## src/rtl/clk_meas_pkg.sv

```systemverilog
// Shared definitions for the signal frequency/duty measurement blocks.
package clk_meas_pkg;

   // Measurement controller state encoding.
   typedef enum logic [1:0] {
      IDLE    = 2'd0,
      ARM     = 2'd1,
      MEASURE = 2'd2
   } state_t;

   // Default width of the period / high-time counters.
   localparam int DEFAULT_WIDTH = 32;

   // Fewest synchronizer flops that still give metastability protection.
   localparam int MIN_SYNC_STAGES = 2;

endpackage

```

## src/rtl/edge_sync.sv

```systemverilog
// Synchronizes an asynchronous input into the clock_in domain and flags
// its rising edges. sig_s is the synchronized level; rise is high for the
// single cycle in which sig_s is 1 after having been 0 the cycle before.
module edge_sync
   import clk_meas_pkg::*;
#(
   parameter int SYNC_STAGES = MIN_SYNC_STAGES
) (
   input  logic clock_in,
   input  logic reset,
   input  logic sig_async,
   output logic sig_s,
   output logic rise
);

   logic [SYNC_STAGES-1:0] sync_q;
   logic                   prev_q;

   // Shift the raw input through the synchronizer chain and keep one cycle
   // of edge history; both run in every controller state.
   always_ff @(posedge clock_in or negedge reset) begin
      if (!reset) begin
         sync_q <= '0;
         prev_q <= 1'b0;
      end else begin
         sync_q <= {sync_q[SYNC_STAGES-2:0], sig_async};
         prev_q <= sync_q[SYNC_STAGES-1];
      end
   end

   assign sig_s = sync_q[SYNC_STAGES-1];
   assign rise  = sig_s & ~prev_q;

endmodule

```

## src/rtl/clk_freqmeter.sv

```systemverilog
// Measures period (rise to rise) and high time of an asynchronous periodic
// signal in clock_in cycles. A one-cycle meas_valid accompanies each new
// result; a sticky timeout reports an input with no rising edge for
// TIMEOUT cycles. state_dbg exposes the controller state for observation.
module clk_freqmeter
   import clk_meas_pkg::*;
#(
   parameter int WIDTH       = DEFAULT_WIDTH,
   parameter int SYNC_STAGES = MIN_SYNC_STAGES,
   parameter int TIMEOUT     = 1000000
) (
   input  logic             clock_in,
   input  logic             reset,
   input  logic             enable,
   input  logic             sig_in,
   output logic [WIDTH-1:0] period_clks,
   output logic [WIDTH-1:0] high_clks,
   output logic             meas_valid,
   output logic             timeout,
   output logic             busy,
   output state_t           state_dbg
);

   // Timer value at which the input is declared stalled.
   localparam logic [WIDTH-1:0] TIMER_LAST = WIDTH'(TIMEOUT - 1);
   localparam logic [WIDTH-1:0] CNT_ONE    = WIDTH'(1);

   state_t           state;
   logic [WIDTH-1:0] period_cnt;
   logic [WIDTH-1:0] high_cnt;
   logic [WIDTH-1:0] timer;
   logic             sig_s;
   logic             rise;

   // Increment that sticks at all-ones instead of wrapping to zero.
   function automatic logic [WIDTH-1:0] sat_inc(input logic [WIDTH-1:0] v);
      return (&v) ? v : v + CNT_ONE;
   endfunction

   edge_sync #(
      .SYNC_STAGES (SYNC_STAGES)
   ) u_edge_sync (
      .clock_in  (clock_in),
      .reset     (reset),
      .sig_async (sig_in),
      .sig_s     (sig_s),
      .rise      (rise)
   );

   // Controller: arm on a genuine 0->1 edge, count each period, publish on
   // the closing edge. Priority inside ARM/MEASURE: enable drop, then a
   // rise, then the timeout, then ordinary counting.
   always_ff @(posedge clock_in or negedge reset) begin
      if (!reset) begin
         state       <= IDLE;
         period_cnt  <= '0;
         high_cnt    <= '0;
         timer       <= '0;
         period_clks <= '0;
         high_clks   <= '0;
         meas_valid  <= 1'b0;
         timeout     <= 1'b0;
      end else begin
         meas_valid <= 1'b0;
         case (state)
            IDLE: begin
               period_cnt <= '0;
               high_cnt   <= '0;
               timer      <= '0;
               if (enable) state <= ARM;
            end
            ARM, MEASURE: begin
               if (!enable) begin
                  state      <= IDLE;
                  period_cnt <= '0;
                  high_cnt   <= '0;
                  timer      <= '0;
                  timeout    <= 1'b0;
               end else if (rise) begin
                  // In ARM this edge only opens the first period.
                  if (state == MEASURE) begin
                     period_clks <= period_cnt;
                     high_clks   <= high_cnt;
                     meas_valid  <= 1'b1;
                     timeout     <= 1'b0;
                  end
                  period_cnt <= CNT_ONE;
                  high_cnt   <= CNT_ONE;
                  timer      <= '0;
                  state      <= MEASURE;
               end else if (timer == TIMER_LAST) begin
                  timeout     <= 1'b1;
                  period_clks <= '0;
                  high_clks   <= '0;
                  period_cnt  <= '0;
                  high_cnt    <= '0;
                  timer       <= '0;
                  state       <= ARM;
               end else begin
                  timer <= sat_inc(timer);
                  if (state == MEASURE) begin
                     period_cnt <= sat_inc(period_cnt);
                     if (sig_s) high_cnt <= sat_inc(high_cnt);
                  end
               end
            end
            default: state <= IDLE;
         endcase
      end
   end

   assign busy      = (state != IDLE);
   assign state_dbg = state;

endmodule

```

## config.mk

```make
export PLATFORM = sky130hd
export DESIGN_NAME = clk_freqmeter
export DESIGN_NICKNAME = d
export VERILOG_FILES = /design/src/rtl/clk_meas_pkg.sv /design/src/rtl/edge_sync.sv /design/src/rtl/clk_freqmeter.sv
export SDC_FILE = /design/constraint.sdc
export NUM_CORES = 1
export LEC_CHECK = 0
export CAP_MARGIN = 20
export CORE_ASPECT_RATIO = 0.8
export CORE_MARGIN = 1.5
export CORE_UTILIZATION = 50
export CTS_BUF_LIST = sky130_fd_sc_hd__clkbuf_8 sky130_fd_sc_hd__clkbuf_16
export DETAILED_ROUTE_END_ITERATION = 6
export PLACE_DENSITY_LB_ADDON = 0.1
export SYNTH_ARGS = -nofsm -noshare
export SYNTH_HDL_FRONTEND = slang
export SYNTH_SLANG_ARGS = --single-unit
```

## constraint.sdc

```tcl
create_clock -name clock_in -period 2.1 [get_ports clock_in]
set_input_delay 0.21 -clock clock_in [delete_from_list [all_inputs] [get_ports clock_in]]
set_output_delay 0.21 -clock clock_in [all_outputs]
set_load 0.05 [all_outputs]
```

==> results of run 1 <==
-- flip-flops by register name (all words and copies together), names as in the netlist --
register	count
high_clks	32
high_cnt	32
meas_valid	1
period_clks	32
period_cnt	32
state_dbg	2
timeout	1
timer	32
u_edge_sync.prev_q	1
u_edge_sync.sync_q	2
-- through the flow --
step	hold slack (ns)	power [mW]	cells
2_1_floorplan	-0.0856	4.66	983
3_3_place_gp	0.183	5.53	1394
3_5_place_dp	0.183	5.56	1394
4_1_cts	0.206	9.08	1440
5_1_grt	0.222	10.0	1466
6_report	0.213	9.73	1466
-- logic make-up after synthesis --
| group | after synthesis |
|---|---|
| AOI/OAI and AO/OA | 222 |
| xor gates and xnor gates | 1 |
| adders and majority gates | 6 |
| buffers and inverters | 95 |
| DFF | 167 |
| muxes | 3 |
| and+or+nand+nor | 489 |
-- placed cells by master, fill, tap and decap left out, types with 7 or more instances in the layout --
| cell type | count |
|---|---|
| sky130_fd_sc_hd__a211oi_1 | 16 |
| sky130_fd_sc_hd__a21oi_1 | 17 |
| sky130_fd_sc_hd__a21oi_2 | 9 |
| sky130_fd_sc_hd__a31oi_1 | 11 |
| sky130_fd_sc_hd__and2_1 | 11 |
| sky130_fd_sc_hd__and3_1 | 13 |
| sky130_fd_sc_hd__and4_1 | 9 |
| sky130_fd_sc_hd__buf_12 | 15 |
| sky130_fd_sc_hd__buf_4 | 179 |
| sky130_fd_sc_hd__buf_6 | 20 |
| sky130_fd_sc_hd__clkbuf_16 | 24 |
| sky130_fd_sc_hd__clkdlybuf4s50_1 | 70 |
| sky130_fd_sc_hd__dfrtp_1 | 165 |
| sky130_fd_sc_hd__inv_1 | 29 |
| sky130_fd_sc_hd__nand2_1 | 184 |
| sky130_fd_sc_hd__nand3_1 | 105 |
| sky130_fd_sc_hd__nand4_1 | 23 |
| sky130_fd_sc_hd__nor2_1 | 21 |
| sky130_fd_sc_hd__nor3_1 | 19 |
| sky130_fd_sc_hd__nor3_2 | 7 |
| sky130_fd_sc_hd__o21ai_0 | 37 |
| sky130_fd_sc_hd__o21ai_1 | 22 |
| sky130_fd_sc_hd__o21ai_2 | 7 |
| sky130_fd_sc_hd__o22a_1 | 7 |
| sky130_fd_sc_hd__o31ai_1 | 34 |
| sky130_fd_sc_hd__or2_4 | 7 |
| sky130_fd_sc_hd__or3_1 | 22 |
-- layout make-up --
cell class,instances,area (µm²)
multi-input combinational,724,4710
sequential,167,4180
fill,1167,4110
timing repair buffer,292,2760
clock buffer,17,425
tap,220,275
clock inverter,15,189
inverter,31,119
-- worst max-delay path by stage --
stage | start | endpoint | slack [ns] | cells after the start
4_1_cts | state_dbg[0] | timer[7] | -0.05 | 10
3_3_place_gp | enable | high_cnt[6] | -0.16 | 6
5_1_grt | timer[27] | high_clks[14] | -0.19 | 8
6_report | state_dbg[0] | period_cnt[13] | -0.11 | 10
2_1_floorplan | state_dbg[1] | timer[21] | -0.08 | 9
3_5_place_dp | timer[26] | period_cnt[1] | -0.20 | 7
-- timing repair --
action,CTS,global route
pin swaps,13,31
gates resized for setup,33,118
setup endpoints to repair,130,154
setup buffers,11,15
cloned,2,11
hold buffers,1,0
hold endpoints to repair,44,0
-- per-layer routing --
metal	global-route usage (%)	wire, µm	vias up
met2	44.8	13000	457
met3	6.54	2500	65
met5	0	0	-
met1	45.2	12500	4352
met4	7.05	780	0
li1	-	-	4121
-- worst register-to-register path: cells and delay by family, from the launching register on --
kind / cells / cell delay (ns)
buffers and inverters: 5 / 0.64
adder cells (fa/ha/maj): 1 / 0.28
AO/OA/AOI/OAI: 2 / 0.32
flip-flops: 1 / 0.39
AND/OR/NAND/NOR: 2 / 0.48
-- power groups by stage --
stage	clock, mW	sequential (mW)	combinational, mW
6_report	3.35	3.32	3.07
5_1_grt	3.49	3.32	3.22
4_1_cts	3.38	3.32	2.39
3_5_place_dp	0	3.38	2.18
3_3_place_gp	0	3.38	2.15
2_1_floorplan	0	3.47	1.19
==> summary.md, run 1 <==
The largest individual stage delay along the critical path comes from the cell sky130_fd_sc_hd__dfrtp_2. In the final routed layout, each cell accounts on average for 19.6 µm. The number of top-level pins came out at 73.

The transition at the pin with the smallest max-transition slack was 0.593 ns; the cell count of the worst hold path was 1. The fraction of power spent switching nets works out to 33.4%. Combinational cells account for 31.5% of the total power. The endpoint of the worst hold path was u_edge_sync.sync_q[0]. Setup repair after global routing could not meet its margin everywhere. The initial utilization of the core area, before any placement, comes to 51.8%. The synthesized netlist devotes 28.9% of its cell area to simple gates. The signal on the critical path passes through inv_4, buf_12, ha_4, buf_6, nand3_4, buf_12, nor2_4, buf_12, a31oi_1, a31oi_1.

After the last flow step, the layout net total stands at 1243. Counting every instance in the synthesized netlist gives 983. Part of the Yosys area used for sequential elements: 48.1%. Clock latency on the worst-skew pair, taken at its later pin, is 0.44 ns.

Counting the buffers created by CTS gives 17. Worst setup path category: flop to flop. Yosys mapped the design onto 63 distinct sky130hd cell types. The aggregate global-route resource usage is 30.3%, and the compound-cell area share of the yosys netlist is 17.1%.

The power share of the clock group was 34.4%. The tools report the placeable core area as 16800 µm². The internal power of the cells totals 6.49 mW. The via count of the first global-routing pass was 8038. TritonCTS built the clock tree. The routed design has 28.8 mm of wire. The min-delay analysis places its worst path in the category primary input to flop. Subtracting the final worst setup slack from the clock period gives 2.21 ns.

The total cell area at the placement stage was 11000 µm². For the total net switching power, the log shows 3.25 mW. Of the cells placed in the final design, the portion with a size suffix greater than 1 is 29.9%.

Summed over all layers, the global routing overflow is 0. After synthesis, the share of flip-flops with an asynchronous set or reset is 100%. The register-to-register setup slack was -0.11 ns. After synthesis the netlist holds a flip-flop and latch count of 167. The die width is 150 µm, and the count of max-cap constraint violations is 0. For this run, design rule violations remaining after detail routing come to 0. After clock tree synthesis, the clock-pin slew on the worst setup and hold paths is 0.07 ns. The synthesized net count was 993. Among all flip-flop cells after synthesis, the most frequent one is sky130_fd_sc_hd__dfrtp_1. For the number of failing setup endpoints in the final timing report, the log shows 101.

The floorplan step defined a die boundary enclosing 18200 µm². In this run the critical register-to-register path is captured at period_cnt[13]. The worst register-to-register path has a depth of 10. Yosys attributes the largest share of cell area to sky130_fd_sc_hd__dfrtp_1 (48%), sky130_fd_sc_hd__nand2_1 (8.1%), sky130_fd_sc_hd__nand3_1 (6.5%), sky130_fd_sc_hd__o21ai_0 (3.8%), sky130_fd_sc_hd__o31ai_1 (3.5%). The final-report max-slew violation count was 0; the number of port buffers was 72. The clock sink count came out at 167. The wire length of the first global-routing pass came out at 43.0 mm.

Source of the worst hold timing path: sig_in. The run gives 2.54 ns as the critical path arrival. The tools report the deepest level of the CTS H-tree as 4. Dividing the synthesized area by the synthesized cell count gives 8.83 µm². Sequential cells account for 34.1% of the total power.

The finished cells cover 12700 µm². The combinational family with the most area after synthesis is simple AND/OR/NAND/NOR gates. For the final standard cell utilization of the core, the log shows 75.5%. The final worst clock skew came out at 0.00899 ns. From synthesis to final layout, the design area changed by 45.7%. The post-DP HPWL was 17.6 mm. Number of antenna violations at the first check in global routing: 0. The tools report the launching element type of the critical path as a flop. The tools report the largest net degree at the start of global routing as 52. The checks that failed: negative setup slack. Capturing element type of the critical path: a flop. The dominant delay contributor by cell family on the critical path was buffers and inverters. The run gives 0.694 mV as the worst voltage drop across the vdd grid.

After synthesis, the largest area contributor takes up 48.1% of total cell area. In this run, the number of DRC markers left after iteration 0 of detailed routing was 862. In this run the tightest slew margin relative to its limit is 60.4%. Dividing the detail-routed via count by the number of cells gives 6.14. Counting both buffers and inverters, the worst setup path holds a total of 5.

Measured against the total synthesized area, the mux share comes to 0.346%. Based on the critical path, the design can be clocked at up to 453 MHz. Launch point of the worst reg-to-reg path: state_dbg[0]. The power density over the cells came out at 769 nW/µm². For the post-placement worst setup slack, the log shows -0.202 ns. The number of antenna diodes in the final layout is 0. At the worst endpoint, the required time is 2.44 ns. Routability-driven placement finished with a final weighted congestion of 0.873. Summed over all cells, the static leakage comes to 5.75 nW. The largest stage delay on the critical path was 0.39 ns.

The peak fanout along the critical path was 12. Once detail routing completed, the nets flagged for antenna violations numbered 0. The synthesized netlist occupies a cell area of 8680 µm². During synthesis, Yosys emitted a total of 0 warnings. The first detailed-routing pass took 6 iterations. Deepest clock path buffer count: 2. The number of hold violations in the final report came out at 0. Cell at the root of the clock tree: sky130_fd_sc_hd__clkbuf_16.

Count of flip-flops with a built-in enable after synthesis: 0. The run finished, with violations left. The most numerous cell type found on the critical path is sky130_fd_sc_hd__buf_12. The synthesized netlist devotes 0.101% of its cell area to XOR and XNOR gates. The most common cell in the synthesized netlist is sky130_fd_sc_hd__nand2_1. Of the available clock period, the critical path in the final layout requires 105%. The adder and majority gate portion of the synthesized area is 0.864%, and the standard-cell row count is 42. Adding up every negative setup slack in the final design gives -3.22 ns. The vias after detailed routing was 8995; the die extent in y was 121 µm. The synthesized design spends more area on one cell type than any other, namely sky130_fd_sc_hd__dfrtp_1.

The worst setup margin was -0.108 ns. The commonest cells after synthesis are sky130_fd_sc_hd__nand2_1 (188), sky130_fd_sc_hd__dfrtp_1 (167), sky130_fd_sc_hd__nand3_1 (113).
Power figures use the tool's default switching activity.
==> inputs of run 2 (changes only) <==
- SLEW_MARGIN: default -> 0
==> results of run 2 <==
No change in the layout: final DEF, timing and power equal those of run 1.
